===== config.mk =====
export PLATFORM = sky130hd
export DESIGN_NAME = scratch_mem_arbiter
export DESIGN_NICKNAME = d
export VERILOG_FILES = /design/src/rtl/scratch_mem_arbiter.sv
export SDC_FILE = /design/constraint.sdc
export NUM_CORES = 1
export LEC_CHECK = 0
export BUFFER_PORTS_ARGS = -buffer_cell sky130_fd_sc_hd__buf_2
export CORE_AREA = 3 3 142 144
export CTS_BUF_LIST = sky130_fd_sc_hd__clkbuf_16
export CTS_CLUSTER_DIAMETER = 40
export DETAILED_ROUTE_END_ITERATION = 10
export DIE_AREA = 0 0 145 147
export PLACE_DENSITY = 0.42
export SKIP_CTS_REPAIR_TIMING = 1
export SYNTH_ARGS = -nofsm -noshare
export SYNTH_HDL_FRONTEND = slang
export SYNTH_SLANG_ARGS = --single-unit

===== constraint.sdc =====
create_clock -name clk -period 1.4 [get_ports clk]
set_input_delay 0.21 -clock clk [delete_from_list [all_inputs] [get_ports clk]]
set_output_delay 0.21 -clock clk [all_outputs]
set_load 0.01 [all_outputs]

===== src/rtl/scratch_mem_arbiter.sv =====
// rtl/scratch_mem_arbiter.sv - ownership arbiter for the shared dual-read/single-write scratch memory
// Optional round-robin arbitration: define SCRATCH_ARB_RR_EN (default build is fixed priority, lowest index wins).
module scratch_mem_arbiter #(
  parameter int NUM_CLIENTS = 3,
  parameter int ADDR_W      = 8,
  parameter int DATA_W      = 32,
  parameter int RD_LAT      = 1
) (
  input  logic                          clk,
  input  logic                          reset_n,
  input  logic [NUM_CLIENTS-1:0]        req,
  output logic [NUM_CLIENTS-1:0]        grant,
  input  logic [NUM_CLIENTS-1:0]        re,
  input  logic [NUM_CLIENTS*ADDR_W-1:0] raddr0,
  input  logic [NUM_CLIENTS*ADDR_W-1:0] raddr1,
  input  logic [NUM_CLIENTS-1:0]        we,
  input  logic [NUM_CLIENTS*ADDR_W-1:0] waddr,
  input  logic [NUM_CLIENTS*DATA_W-1:0] wdata,
  output logic [DATA_W-1:0]             rdata0,
  output logic [DATA_W-1:0]             rdata1,
  output logic [NUM_CLIENTS-1:0]        rvalid,
  output logic                          mem_re,
  output logic                          mem_we,
  output logic [ADDR_W-1:0]             mem_raddr0,
  output logic [ADDR_W-1:0]             mem_raddr1,
  output logic [ADDR_W-1:0]             mem_waddr,
  output logic [DATA_W-1:0]             mem_wdata,
  input  logic [DATA_W-1:0]             mem_rdata0,
  input  logic [DATA_W-1:0]             mem_rdata1,
  output logic                          conflict_err
);

  localparam int IDX_W = (NUM_CLIENTS > 1) ? $clog2(NUM_CLIENTS) : 1;
  localparam logic [1:0] S_IDLE  = 2'd0;
  localparam logic [1:0] S_OWNED = 2'd1;
  localparam logic [1:0] S_DRAIN = 2'd2;
  localparam logic [2:0] DRAIN_LAST = 3'(RD_LAT - 1);

  logic [1:0]             state_q, state_d;
  logic [NUM_CLIENTS-1:0] grant_q, grant_d;
  logic [IDX_W-1:0]       owner_q, owner_d;
  logic [2:0]             drain_cnt_q, drain_cnt_d;
  logic                   conflict_q, conflict_d;
  logic [RD_LAT-1:0]      pipe_vld_q;
  logic [IDX_W-1:0]       pipe_idx_q [RD_LAT];
  logic [IDX_W-1:0]       winner;
  logic                   owned;

`ifdef SCRATCH_ARB_RR_EN
  logic [IDX_W-1:0] last_q;
  logic [IDX_W:0]   cand;

  // Descending scan so the candidate closest to last_q+1 is assigned last and wins.
  always_comb begin
    winner = '0;
    cand   = '0;
    for (int k = NUM_CLIENTS - 1; k >= 0; k--) begin
      cand = {1'b0, last_q} + (IDX_W+1)'(k + 1);
      if (cand >= (IDX_W+1)'(NUM_CLIENTS)) cand = cand - (IDX_W+1)'(NUM_CLIENTS);
      if (req[cand[IDX_W-1:0]]) winner = cand[IDX_W-1:0];
    end
  end

  always_ff @(posedge clk or negedge reset_n) begin
    if (!reset_n) begin
      last_q <= IDX_W'(NUM_CLIENTS - 1);
    end else if (state_q == S_IDLE && |req) begin
      last_q <= winner;
    end
  end
`else
  always_comb begin
    winner = '0;
    for (int k = NUM_CLIENTS - 1; k >= 0; k--) begin
      if (req[k]) winner = IDX_W'(k);
    end
  end
`endif

  always_comb begin
    state_d     = state_q;
    grant_d     = grant_q;
    owner_d     = owner_q;
    drain_cnt_d = drain_cnt_q;
    case (state_q)
      S_IDLE: begin
        if (|req) begin
          grant_d         = '0;
          grant_d[winner] = 1'b1;
          owner_d         = winner;
          state_d         = S_OWNED;
        end
      end
      S_OWNED: begin
        if (!req[owner_q]) begin
          grant_d     = '0;
          drain_cnt_d = '0;
          state_d     = S_DRAIN;
        end
      end
      S_DRAIN: begin
        if (drain_cnt_q == DRAIN_LAST) state_d = S_IDLE;
        else drain_cnt_d = drain_cnt_q + 3'd1;
      end
      default: begin
        grant_d = '0;
        state_d = S_IDLE;
      end
    endcase
  end

  assign owned      = (state_q == S_OWNED);
  // Non-owners never reach the memory, so their accesses only raise the sticky flag.
  assign conflict_d = conflict_q | (|((re | we) & ~grant_q));

  always_comb begin
    mem_re     = 1'b0;
    mem_we     = 1'b0;
    mem_raddr0 = '0;
    mem_raddr1 = '0;
    mem_waddr  = '0;
    mem_wdata  = '0;
    if (owned) begin
      mem_re     = re[owner_q];
      mem_we     = we[owner_q];
      mem_raddr0 = raddr0[owner_q*ADDR_W +: ADDR_W];
      mem_raddr1 = raddr1[owner_q*ADDR_W +: ADDR_W];
      mem_waddr  = waddr[owner_q*ADDR_W +: ADDR_W];
      mem_wdata  = wdata[owner_q*DATA_W +: DATA_W];
    end
  end

  always_ff @(posedge clk or negedge reset_n) begin
    if (!reset_n) begin
      state_q     <= S_IDLE;
      grant_q     <= '0;
      owner_q     <= '0;
      drain_cnt_q <= '0;
      conflict_q  <= 1'b0;
      pipe_vld_q  <= '0;
      for (int s = 0; s < RD_LAT; s++) pipe_idx_q[s] <= '0;
    end else begin
      state_q       <= state_d;
      grant_q       <= grant_d;
      owner_q       <= owner_d;
      drain_cnt_q   <= drain_cnt_d;
      conflict_q    <= conflict_d;
      pipe_vld_q[0] <= mem_re;
      pipe_idx_q[0] <= owner_q;
      for (int s = 1; s < RD_LAT; s++) begin
        pipe_vld_q[s] <= pipe_vld_q[s-1];
        pipe_idx_q[s] <= pipe_idx_q[s-1];
      end
    end
  end

  always_comb begin
    rvalid = '0;
    if (pipe_vld_q[RD_LAT-1]) rvalid[pipe_idx_q[RD_LAT-1]] = 1'b1;
  end

  assign grant        = grant_q;
  assign conflict_err = conflict_q;
  assign rdata0       = mem_rdata0;
  assign rdata1       = mem_rdata1;

endmodule


-- After elaboration in Yosys (flattened, before gate mapping)
Cells that the tools add are included.
- word-level logic and storage cells: 68
- register bits: 14
- bits of input ports: 243
- output and inout bits: 129
- reductions and logical operators: 11
- muxes and demuxes: 29
- order comparisons: 5
- bitwise logic cells: 5
- equal/unequal tests: 6
- shift operators: 4
- $add $sub $neg: 1
- operator list (cell ; count):
    indexed part select 96 x 8 -> 32 bit ; 1
    indexed part select 24 x 6 -> 8 bit ; 3
    2-to-1 mux 32 bit ; 1
    2-to-1 mux 8 bit ; 3
    2-to-1 mux 2 bit ; 6
    2-to-1 mux 3 bit ; 4
    less-than comparator 2 x 3 -> 1 bit (second input constant) ; 3
    case mux 3 bit (3 select lines) ; 1
    AND reduction 3 bit ; 3
    != test 2 bit (second input constant) ; 4
    2-to-1 mux 1 bit ; 7
    binary-select mux 1 bit (select 2 bit) ; 3
    case mux 2 bit (3 select lines) ; 1
    case mux 3 bit (2 select lines) ; 1
    OR reduction 3 bit ; 2
    demux 1 bit (select 2 bit) ; 2
    >= comparator 2 x 1 -> 1 bit (second input constant) ; 2
    adder 3 x 1 -> 3 bit (second input constant) ; 1
    bitwise AND 3 bit ; 1
    logical NOT 3 bit ; 1
    NOT 3 bit ; 1
    OR 3 bit ; 1
    equality test 2 x 1 -> 1 bit (second input constant) ; 1
    equality test 2 bit (second input constant) ; 1
    other kinds (6) ; 7

-- Depth between registers and ports, before layout
Gate-level depths: netlist of the first run.
- depth in word-level cells: 9
- depth in mapped cells: 7
- mapped depth without buffers: 6

-- Worst setup path after synthesis of the first run
OpenSTA, ideal clock, no wires.
- path type: register to output
- from: register owner_q[0]
- to: output mem_raddr0[0]
- arrival: 1.256 ns
- path buffers: 4
- data required time: 1.190 ns
- path slack: -0.066 ns
- stages on the path, launching flop included: 8
- path through: dfrtp_1 buf_4 nor2b_1 buf_4 buf_6 buf_4 a21oi_1 nor2_1
- longest elaborated chain between the ends: 2
- ends and longest elaborated chain (item ; RTL line ; text):
    from (decl) ; 41 ; logic [IDX_W-1:0] owner_q, owner_d;
    from (signal assigned) ; 145 ; owner_q <= owner_d;
    indexed part select 24 x 6 -> 8 bit ; 126 ; mem_raddr0 = raddr0[owner_q*ADDR_W +: ADDR_W];
    2-to-1 mux 8 bit ; 123 ; if (owned) begin
    to (decl) ; 24 ; output logic [ADDR_W-1:0] mem_raddr0,
Every way passes these cells.

-- Worst setup path in the final report of the first run
- from: register owner_q[1]
- to: output mem_wdata[8]
- longest elaborated chain between the ends: 2
- ends and longest elaborated chain (item ; RTL line ; text):
    indexed part select 96 x 8 -> 32 bit ; 129 ; mem_wdata = wdata[owner_q*DATA_W +: DATA_W];
    2-to-1 mux 32 bit ; 123 ;
    to (decl) ; 27 ; output logic [DATA_W-1:0] mem_wdata,
Every way passes these cells.

==> metrics.md, run 1 <==
| Metric | Value |
|---|---|
| Final Skew | 0.00391 ns |
| Placed inst area | 3910 sq um |
| Final Cell Area | 4450 sq um |
| Vias | 3436 |
| Clock latency on the worst-skew pair | 0.25 ns |
| RSZ-0062 raised after global routing | yes |
| TritonCTS clock tree | done |
| Distinct cells, synth | 30 |
| CTS Buf Count | 3 |
| Setup crit start | owner_q[1]$_DFFE_PN0P_ |
| Initial drt markers | 123 |
| Reg-to-reg critical path startpoint | owner_q[1]$_DFFE_PN0P_ |
| Worst Path Arrival | approximately 1.7 ns |
| Internal | ~4.1 mW |
| Post-synth top area cell | mux2i_1 |
| Nets | 841 |
| R2r setup slk | -0.22 ns |
| Post-route clock period utilization | 134% |
| Critical Path RT | 1.19 ns |
| Startpoint Class | register |
| Largest net degree at the start of global routing | 34 |
| Synthesized cell area | 2700 sq um |
| Yosys top cell area share | 22.3% |
| Layout cells sized above 1 | a little under three fifths |
| Clock power frac | 6.9% |
| Post-Syn Area per Cell | 6.78 sq um |
| HP Class | in -> reg |
| Worst VDD drop | 0.000542 V |
| Chip Height | 147 um |
| ANT cells | 0 |
| Leakage | 2.29 nW |
| Worst setup path end | mem_wdata[8] |
| Warnings, synthesis | 0 |
| Final Setup Violations | between 60 and 70 |
| Sequential-to-total area share from yosys stat | 13.0% |
| Core area | 18800 sq um |
| Filler cell count | 2102 |
| Fmax | 0.533 GHz |
| DRC Markers | 0 |
| Antenna Nets Post-Route | 0 |
| Vias per inst | 4.02 |
| Post-DR wirelength/cell | 16.5 um |
| Final worst slack | -0.476 ns |
| CTS clk-pin slew, worst paths | 0.05 ns |
| Seq pwr share | 8.0% |
| CTS root buffer | clkbuf_16 |
| Mapped Cells | 398 |
| Die area | 21300 sq um |
| Post-synth EDFFs | 0 |
| Commonest non-fill, non-tap cells in the layout | 242 x buf_2, 122 x nor2_1, 54 x mux2i_1 |
| Slew margin rel. | between 60% and 70% |
| Synth top area cells | mux2i_1 22%, buf_4 20%, nor2_1 18% |
| Area grow syn2layout | 64.9% |
| RePlAce Congestion | 0.769 |
| TritonRoute pass-1 iters | 4 |
| Clock Path Buffers | 2 |
| Combinational share of power | a little under nine tenths |
| FF+latch count, synth | 14 |
| Final Hold Fails | 0 |
| Reg2Reg Depth | 7 |
| Worst slack, placed | -0.237 ns |
| Leading cell type in the layout, fill and taps excluded | buf_2 |
| Leading register cell type out of synthesis | dfrtp_1 |
| Die Wd | 145 um |
| Crit path kind | reg -> out |
| Final min period | 1.88 ns |
| Nature of the critical path endpoint | primary output |
| Failing checks | setup timing |
| Max-Cap Viols | 0 |
| Reg-to-reg endpoint | state_q[0]$_DFFE_PN0P_ |
| GRT overflow | 0 |
| Initial core utilization | 14.3% |
| Status | complete, but fails checks |
| Async set-reset flop share out of synthesis | 100% |
| GRT Overall Usage | 11.0% |
| Row cnt | 50 |
| Power density over cell area | ~1800 nW/um^2 |
| Number of placed I/O pins | 372 |
| Switching Fraction | 48.7% |
| Slew @ Worst Pin | ~0.47 ns |
| Slew Viols, Final | 0 |
| Post-DP HPWL | 10500 um |
| WL final | roughly 14000 um |
| Psw | 3.89 mW |
| Port-buffer cells | 243 |
| First-pass GRT wire length | 18800 um |
| Number of global-route vias before repair | 3230 |
| # H-tree levels | 1 |
| Initial antenna violation count | 2 |
| Mapped Nets | 643 |
| CP max FO | 8 |
| Sink Count | 14 |
through the flow:
| stage | TNS (ns) | std cells | util [%] | hold WS, ns | power (mW) |
|---|---|---|---|---|---|
| after detailed placement | -9.78 | 834 | 20.8 | 0.148 | 6.32 |
| after floorplan | -0.418 | 398 | - | -0.0856 | 4.26 |
| after global placement | -9.23 | 834 | 20.8 | 0.138 | 6.33 |
| after global routing | -30.87 | 855 | 23.6 | 0.327 | 8.64 |
| after CTS | -25.41 | 838 | 21.2 | -0.116 | 6.90 |
| final | -26.09 | 855 | 23.6 | 0.308 | 7.98 |
layer usage:
metal | vias up | track usage [%] | part of all wire, %
li1 | 1665 | - | -
met1 | 1515 | 13.7 | 41
met2 | 208 | 17.9 | 47
met3 | 44 | 3.73 | 9.2
met4 | 4 | 3.47 | 2.9
met5 | - | 0 | 0.19
how the worst min path moves through the flow:
| stage | from | end | slack, ns | cells after the start |
|---|---|---|---|---|
| 6_report | req[0] | grant[0]$_DFFE_PN0P_ | 0.31 | 3 |
| 5_1_grt | we[0] | conflict_err$_DFF_PN0_ | 0.33 | 3 |
| 4_1_cts | reset_n | drain_cnt_q[0]$_DFFE_PN0P_ | -0.12 | 1 |
| 3_5_place_dp | reset_n | drain_cnt_q[0]$_DFFE_PN0P_ | 0.15 | 1 |
| 3_3_place_gp | reset_n | grant[2]$_DFFE_PN0P_ | 0.14 | 1 |
| 2_1_floorplan | reset_n | conflict_err$_DFF_PN0_ | -0.09 | 0 |
cell families after synthesis:
kind of cell	count (synthesis)	share of synthesized area (%)
adders and majority gates	2	0.927
buffers and inverters	100	25.1
muxes	60	22.3
and+or+nand+nor	147	22.0
AOI/OAI and AO/OA	75	16.8
DFF	14	13.0
synth_stat cells (3+ instances only):
cell type and number:
a221oi_2 3, inv_1 5, o21ai_0 4, buf_6 3, nor2b_1 5, dfrtp_1 14
nand2_1 4, clkbuf_1 10, buf_4 72, mux2i_1 60, nand3_1 5, a21oi_1 59
nand2b_1 3, nor2_1 126, buf_2 7
worst max-delay path: stages, from the launching register on:
cell and delay, ns:
dfrtp_4 0.49, buf_6 0.14, nor2b_4 0.17, buf_6 0.15, clkbuf_16 0.18, a21oi_1 0.08, nor2_1 0.09, buf_2 0.13
power groups by stage:
stage                     Clock [mW]  Sequential [mW]  Combinational (mW)
after floorplan                    0            0.611                3.65
after global placement             0            0.689                5.65
after detailed placement           0            0.690                5.63
after CTS                      0.568            0.685                5.65
after global routing           0.589            0.658                7.39
final                          0.552            0.639                6.79
area by class of cell:
cell class	instances	area [sq um]	area share [%]
clock buffers	3	75.1	1.69
well taps	260	325	7.31
flip-flops and latches	14	355	7.98
repair buffers	287	1770	39.8
clock inverters	1	3.75	0.0843
multi-input cells	284	1900	42.6
inverters	6	22.5	0.506
sequential cells by signal (all words and copies together), names as in the netlist:
register	count
grant	3
conflict_err	1
drain_cnt_q	3
state_q	2
pipe_idx_q	2
owner_q	2
pipe_vld_q	1
(Power assumes the default switching activity.)
==> inputs of run 2 (changes only) <==
==> constraint.sdc (replaced) <==
create_clock -name clk -period 1.4 [get_ports clk]
set_input_delay 0.14 -clock clk [delete_from_list [all_inputs] [get_ports clk]]
set_output_delay 0.14 -clock clk [all_outputs]
set_load 0.01 [all_outputs]
==> run 2 against run 1 <==
Effect of this change: the run still ends with setup timing left; total power fell by 14%; fmax rose by 1.8%; non-clock buffer count fell by 23; first-iteration DRC count fell by 20%; critical path type unchanged; critical endpoint is now mem_raddr1[7]; highest routed layer is now met4.
==> metrics.md, run 2 (synthesized netlist as in run 1, its figures left out) <==
| Metric | Value |
|---|---|
| Status | complete, but fails checks |
| Failing checks | setup timing |
| CTS clk-pin slew, worst paths | 0.05 ns |
| Post-DR wirelength/cell | 15.3 um |
| Fmax | 0.543 GHz |
| Chip Height | 147 um |
| Port-buffer cells | about 240 |
| Core area | 18800 sq um |
| Number of global-route vias before repair | ~3100 |
| Final Cell Area | 4020 sq um |
| Worst slack, placed | -0.182 ns |
| Hold Crit Start | req[0] |
| Final worst slack | -0.443 ns |
| Hold Slack | 0.182 ns |
| RSZ-0062 raised after global routing | yes |
| Die Wd | 145 um |
| Reg-to-reg critical path startpoint | owner_q[1]$_DFFE_PN0P_ |
| Initial drt markers | 98 |
| Placed cells | 822 |
| R2r setup slk | -0.24 ns |
| Sink Count | 14 |
| Slew margin rel. | 73.9% |
| ANT cells | 0 |
| Clock power frac | 8.3% |
| Clock latency on the worst-skew pair | 0.25 ns |
| Leakage | 2.11 nW |
| Power density over cell area | between 1500 and 2000 nW/um^2 |
| GRT Overall Usage | 10.7% |
| Final Setup Violations | 66 |
| Vias | 3233 |
| GRT overflow | 0 |
| TritonCTS clock tree | done |
| Combinational share of power | about four fifths |
| Placed inst area | 3800 sq um |
| Fin util | 21.3% |
| TritonRoute pass-1 iters | 4 |
| Row cnt | 50 |
| Nets | between 800 and 900 |
| Storage cell area | around 360 sq um |
| Final Skew | 0.00234 ns |
| Setup crit start | owner_q[1]$_DFFE_PN0P_ |
| Die area | approximately 21000 sq um |
| Slew Viols, Final | 0 |
| Initial antenna violation count | 0 |
| Multi-input logic area | 1720 sq um |
| CP max stage delay | around 0.54 ns |
| Clock Path Buffers | 2 |
| CP max FO | 32 |
| Nature of the critical path endpoint | primary output |
| Worst setup path end | mem_raddr1[7] |
| Worst Path Arrival | around 1.7 ns |
| Largest net degree at the start of global routing | 35 |
| Slew @ Worst Pin | between 0.3 and 0.4 ns |
| Vias per inst | 3.89 |
| Setup TNS | -22.41 ns |
| Reg-to-reg endpoint | state_q[0]$_DFFE_PN0P_ |
| Crit path kind | reg -> out |
| Max-Cap Viols | 0 |
| Total power | between 6 and 7 mW |
| Startpoint Class | register |
| Final Hold Fails | 0 |
| Critical Path, Cell by Cell | buf_6 -> nor2b_4 -> buf_12 -> a21oi_1 -> nor2_1 -> buf_2 |
| DRC Markers | 0 |
| First-pass GRT wire length | roughly 18000 um |
| Layout Cells excl Fill | 832 |
| CTS Buf Count | 3 |
| Slowest CP cell | dfrtp_4 |
| Worst VDD drop | 0.000649 V |
| # H-tree levels | 1 |
| Antenna Nets Post-Route | 0 |
| Psw | 3.45 mW |
| Worst Hold Depth | 3 |
| Commonest non-fill, non-tap cells in the layout | 243 x buf_2, 124 x nor2_1, 59 x a21oi_1 |
| Post-DP HPWL | 10200 um |
| Post-route clock period utilization | 132% |
| RePlAce Congestion | just over 0.8 |
| Internal | 3.44 mW |
| Critical Path RT | 1.26 ns |
| CTS root buffer | clkbuf_16 |
| Number of placed I/O pins | 372 |
| WL final | 12700 um |
| HP Class | in -> reg |
| Layout cells sized above 1 | 49.1% |
| Filler cell count | approximately 2200 |
| Final min period | 1.84 ns |
| Switching Fraction | 50.1% |
| Seq pwr share | 9.8% |
| Reg2Reg Depth | 6 |
| Initial core utilization | 14.3% |
| Leading cell type in the layout, fill and taps excluded | buf_2 |
| Area grow syn2layout | 48.9% |
==> run 2: per-layer routing <==
layer  track usage [%]  vias to the layer above  part of all wire, %
met5                 0                        -                    0
met4              3.33                        0                  2.7
met3              2.41                       44                  7.2
met2              18.4                      160                   49
met1              13.3                     1413                   41
li1                  -                     1616                    -
==> run 2: cell type report <==
class,instances,area share (%)
flip-flops and latches,14,8.84
repair buffers,264,37.6
well taps,260,8.10
clock inverters,1,0.0934
inverters,6,0.623
multi-input cells,284,42.9
clock buffers,3,1.87
==> run 2: critical path, delay by kind of cell, from the launching register on <==
kind,cells,cell delay (ns)
DFF,1,0.54
buffers and inverters,3,0.49
and+or+nand+nor,2,0.27
AOI/OAI and AO/OA,1,0.12
==> run 2: power groups by stage <==
stage               Clock [mW]  Combinational [mW]  Sequential [mW]
global route             0.606                6.20            0.707
detailed placement           0                5.35            0.682
CTS                      0.586                5.39            0.680
finish                   0.568                5.64            0.677
global placement             0                5.40            0.683
floorplan                    0                3.58            0.606
==> run 2: worst min-delay path by stage <==
| stage | slack, ns | end |
|---|---|---|
| 2_1_floorplan | -0.16 | conflict_err$_DFF_PN0_ |
| 3_3_place_gp | 0.08 | grant[0]$_DFFE_PN0P_ |
| 3_5_place_dp | 0.08 | grant[0]$_DFFE_PN0P_ |
| 4_1_cts | -0.19 | grant[0]$_DFFE_PN0P_ |
| 5_1_grt | 0.21 | grant[0]$_DFFE_PN0P_ |
| 6_report | 0.18 | grant[0]$_DFFE_PN0P_ |
==> inputs of run 3 (changes only) <==
Settings changed: BUFFER_PORTS_ARGS -buffer_cell sky130_fd_sc_hd__buf_2 to default, CORE_AREA 3 3 142 144 to 3 3 144 146, DIE_AREA 0 0 145 147 to 0 0 147 149, DONT_BUFFER_PORTS from default to 1, PLACE_DENSITY 0.42 to 0.3.
==> run 3 against run 2 <==
Effect of this change: the run still ends with setup timing left; die area rose by 2.8%; hold slack worse by 0.14 ns; first-iteration DRC count is 45% higher; sequential share of layout area rose by 2.1 points; critical path type unchanged.
==> metrics.md, run 3 (synthesized netlist as in run 1, its figures left out) <==
| Metric | Value |
|---|---|
| Initial antenna violation count | 0 |
| Initial core utilization | 13.8% |
| Clock Path Buffers | 2 |
| Vias per inst | 4.14 |
| Core area | 19500 sq um |
| Number of global-route vias before repair | between 2000 and 2500 |
| Layout cells sized above 1 | 31.4% |
| GRT Overall Usage | just under 8% |
| Sink Count | 14 |
| Max-Cap Viols | 0 |
| CP max FO | 12 |
| CP Buf/Inv Count | 2 |
| Filler cell count | approximately 2300 |
| WL final | 11400 um |
| Area grow syn2layout | 20.1% |
| Chip Height | 149 um |
| Critical Path RT | ~1.3 ns |
| HP Class | in -> reg |
| Commonest non-fill, non-tap cells in the layout | 83 x nor2_1, 59 x mux2i_1, 49 x a21oi_1 |
| Failing checks | setup timing |
| Row cnt | 51 |
| DRC Markers | 0 |
| Final worst slack | -0.403 ns |
| Hold Slack | 0.0438 ns |
| RePlAce Congestion | 0.689 |
| Clock latency on the worst-skew pair | 0.25 ns |
| Slew Viols, Final | 0 |
| Worst Path Arrival | 1.66 ns |
| TritonRoute pass-1 iters | 4 |
| Total power | roughly 7.1 mW |
| Post-DP HPWL | ~8200 um |
| First-pass GRT wire length | 13600 um |
| CTS Buf Count | 3 |
| RSZ-0062 raised after global routing | yes |
| Worst VDD drop | between 0.0005 and 0.0006 V |
| Power density over cell area | 2200 nW/um^2 |
| Leakage | 1.25 nW |
| Post-DR wirelength/cell | 18.5 um |
| Startpoint Class | register |
| Leading cell type in the layout, fill and taps excluded | nor2_1 |
| Port-buffer cells | 0 |
| Layout Cells excl Fill | 618 |
| Initial drt markers | 142 |
| Storage cell area | 355 sq um |
| Status | complete, but fails checks |
| Die area | 21900 sq um |
| TritonCTS clock tree | done |
| Critical Path, Cell by Cell | buf_4 -> clkbuf_16 -> mux2i_1 -> nor2_1 -> a21oi_1 -> nor2_2 |
| CTS clk-pin slew, worst paths | 0.05 ns |
| CP max stage delay | just under 0.6 ns |
| ANT cells | 0 |
| CTS root buffer | clkbuf_16 |
| GRT overflow | 0 |
| Placed cells | 590 |
| Slew @ Worst Pin | 0.719 ns |
| Final min period | 1.80 ns |
| Post-route clock period utilization | 129% |
| Vias | 2556 |
| Largest net degree at the start of global routing | 62 |
| Fin util | 16.6% |
| Nets | 599 |
| Final Skew | 0.00920 ns |
| Nature of the critical path endpoint | primary output |
| Multi-input logic area | 1850 sq um |
| # H-tree levels | 1 |
| Die Wd | 147 um |
| Fmax | 0.555 GHz |
| Slowest CP cell | dfrtp_4 |
| Crit path kind | reg -> out |
| Final Setup Violations | 67 |
| Slew margin rel. | 51.9% |
| Number of placed I/O pins | 372 |
| Antenna Nets Post-Route | 0 |
| CP delay by family, top | flip-flops |
| Final Hold Fails | 0 |
run 3: final timing paths:
| check | slack, ns | cells after the start | end | startpoint |
|---|---|---|---|---|
| max in group asynchronous | 0.48 | 1 | owner_q[1]$_DFFE_PN0P_ | reset_n |
| min reg2reg | 0.47 | 1 | drain_cnt_q[2]$_DFFE_PN0P_ | drain_cnt_q[2]$_DFFE_PN0P_ |
| min | 0.04 | 2 | grant[0]$_DFFE_PN0P_ | req[0] |
| max | -0.40 | 6 | mem_wdata[15] | owner_q[1]$_DFFE_PN0P_ |
| min in group asynchronous | 0.39 | 1 | grant[1]$_DFFE_PN0P_ | reset_n |
| max reg2reg | -0.21 | 6 | state_q[0]$_DFFE_PN0P_ | owner_q[1]$_DFFE_PN0P_ |
run 3: cell type report:
cell class	instances	area share, %
Multi-Input combinational cell	284	57.0
Timing Repair Buffer	45	18.7
Sequential cell	14	11.0
Tap cell	265	10.2
Clock buffer	3	2.32
Inverter	6	0.695
Clock inverter	1	0.116
run 3: routing by layer:
metal / up-vias / wire, um / track usage, %
met2: 180 / 5840 / 13.7
met3: 26 / 865 / 2.16
met4: 0 / 346 / 3.63
li1: 1182 / - / -
met1: 1168 / 4380 / 9.08
met5: - / 0 / 0
run 3: where the power goes:
group	switching (mW)	internal (mW)	total (mW)	leakage [nW]
logic	3.23	2.61	5.84	1.03
clock network	0.169	0.378	0.547	0.0423
registers	0.199	0.537	0.736	0.177
total	3.60	3.52	7.13	1.25
run 3: per-stage QoR:
stage / setup WS (ns) / instance area (sq um) / TNS, ns
floorplan: 0.00435 / 2700 / 0
global placement: -0.0923 / 2640 / -1.44
detailed placement: -0.143 / 2640 / -2.03
CTS: -0.411 / 2720 / -16.37
global route: -0.444 / 3240 / -24.78
finish: -0.403 / 3240 / -20.35
run 3: worst register-to-register path, cell delays in order, from the launching register on:
cell       delay, ns
dfrtp_4         0.58
nor2b_4         0.20
buf_4           0.14
buf_8           0.13
o2bb2ai_4       0.13
inv_2           0.08
a221oi_2        0.26
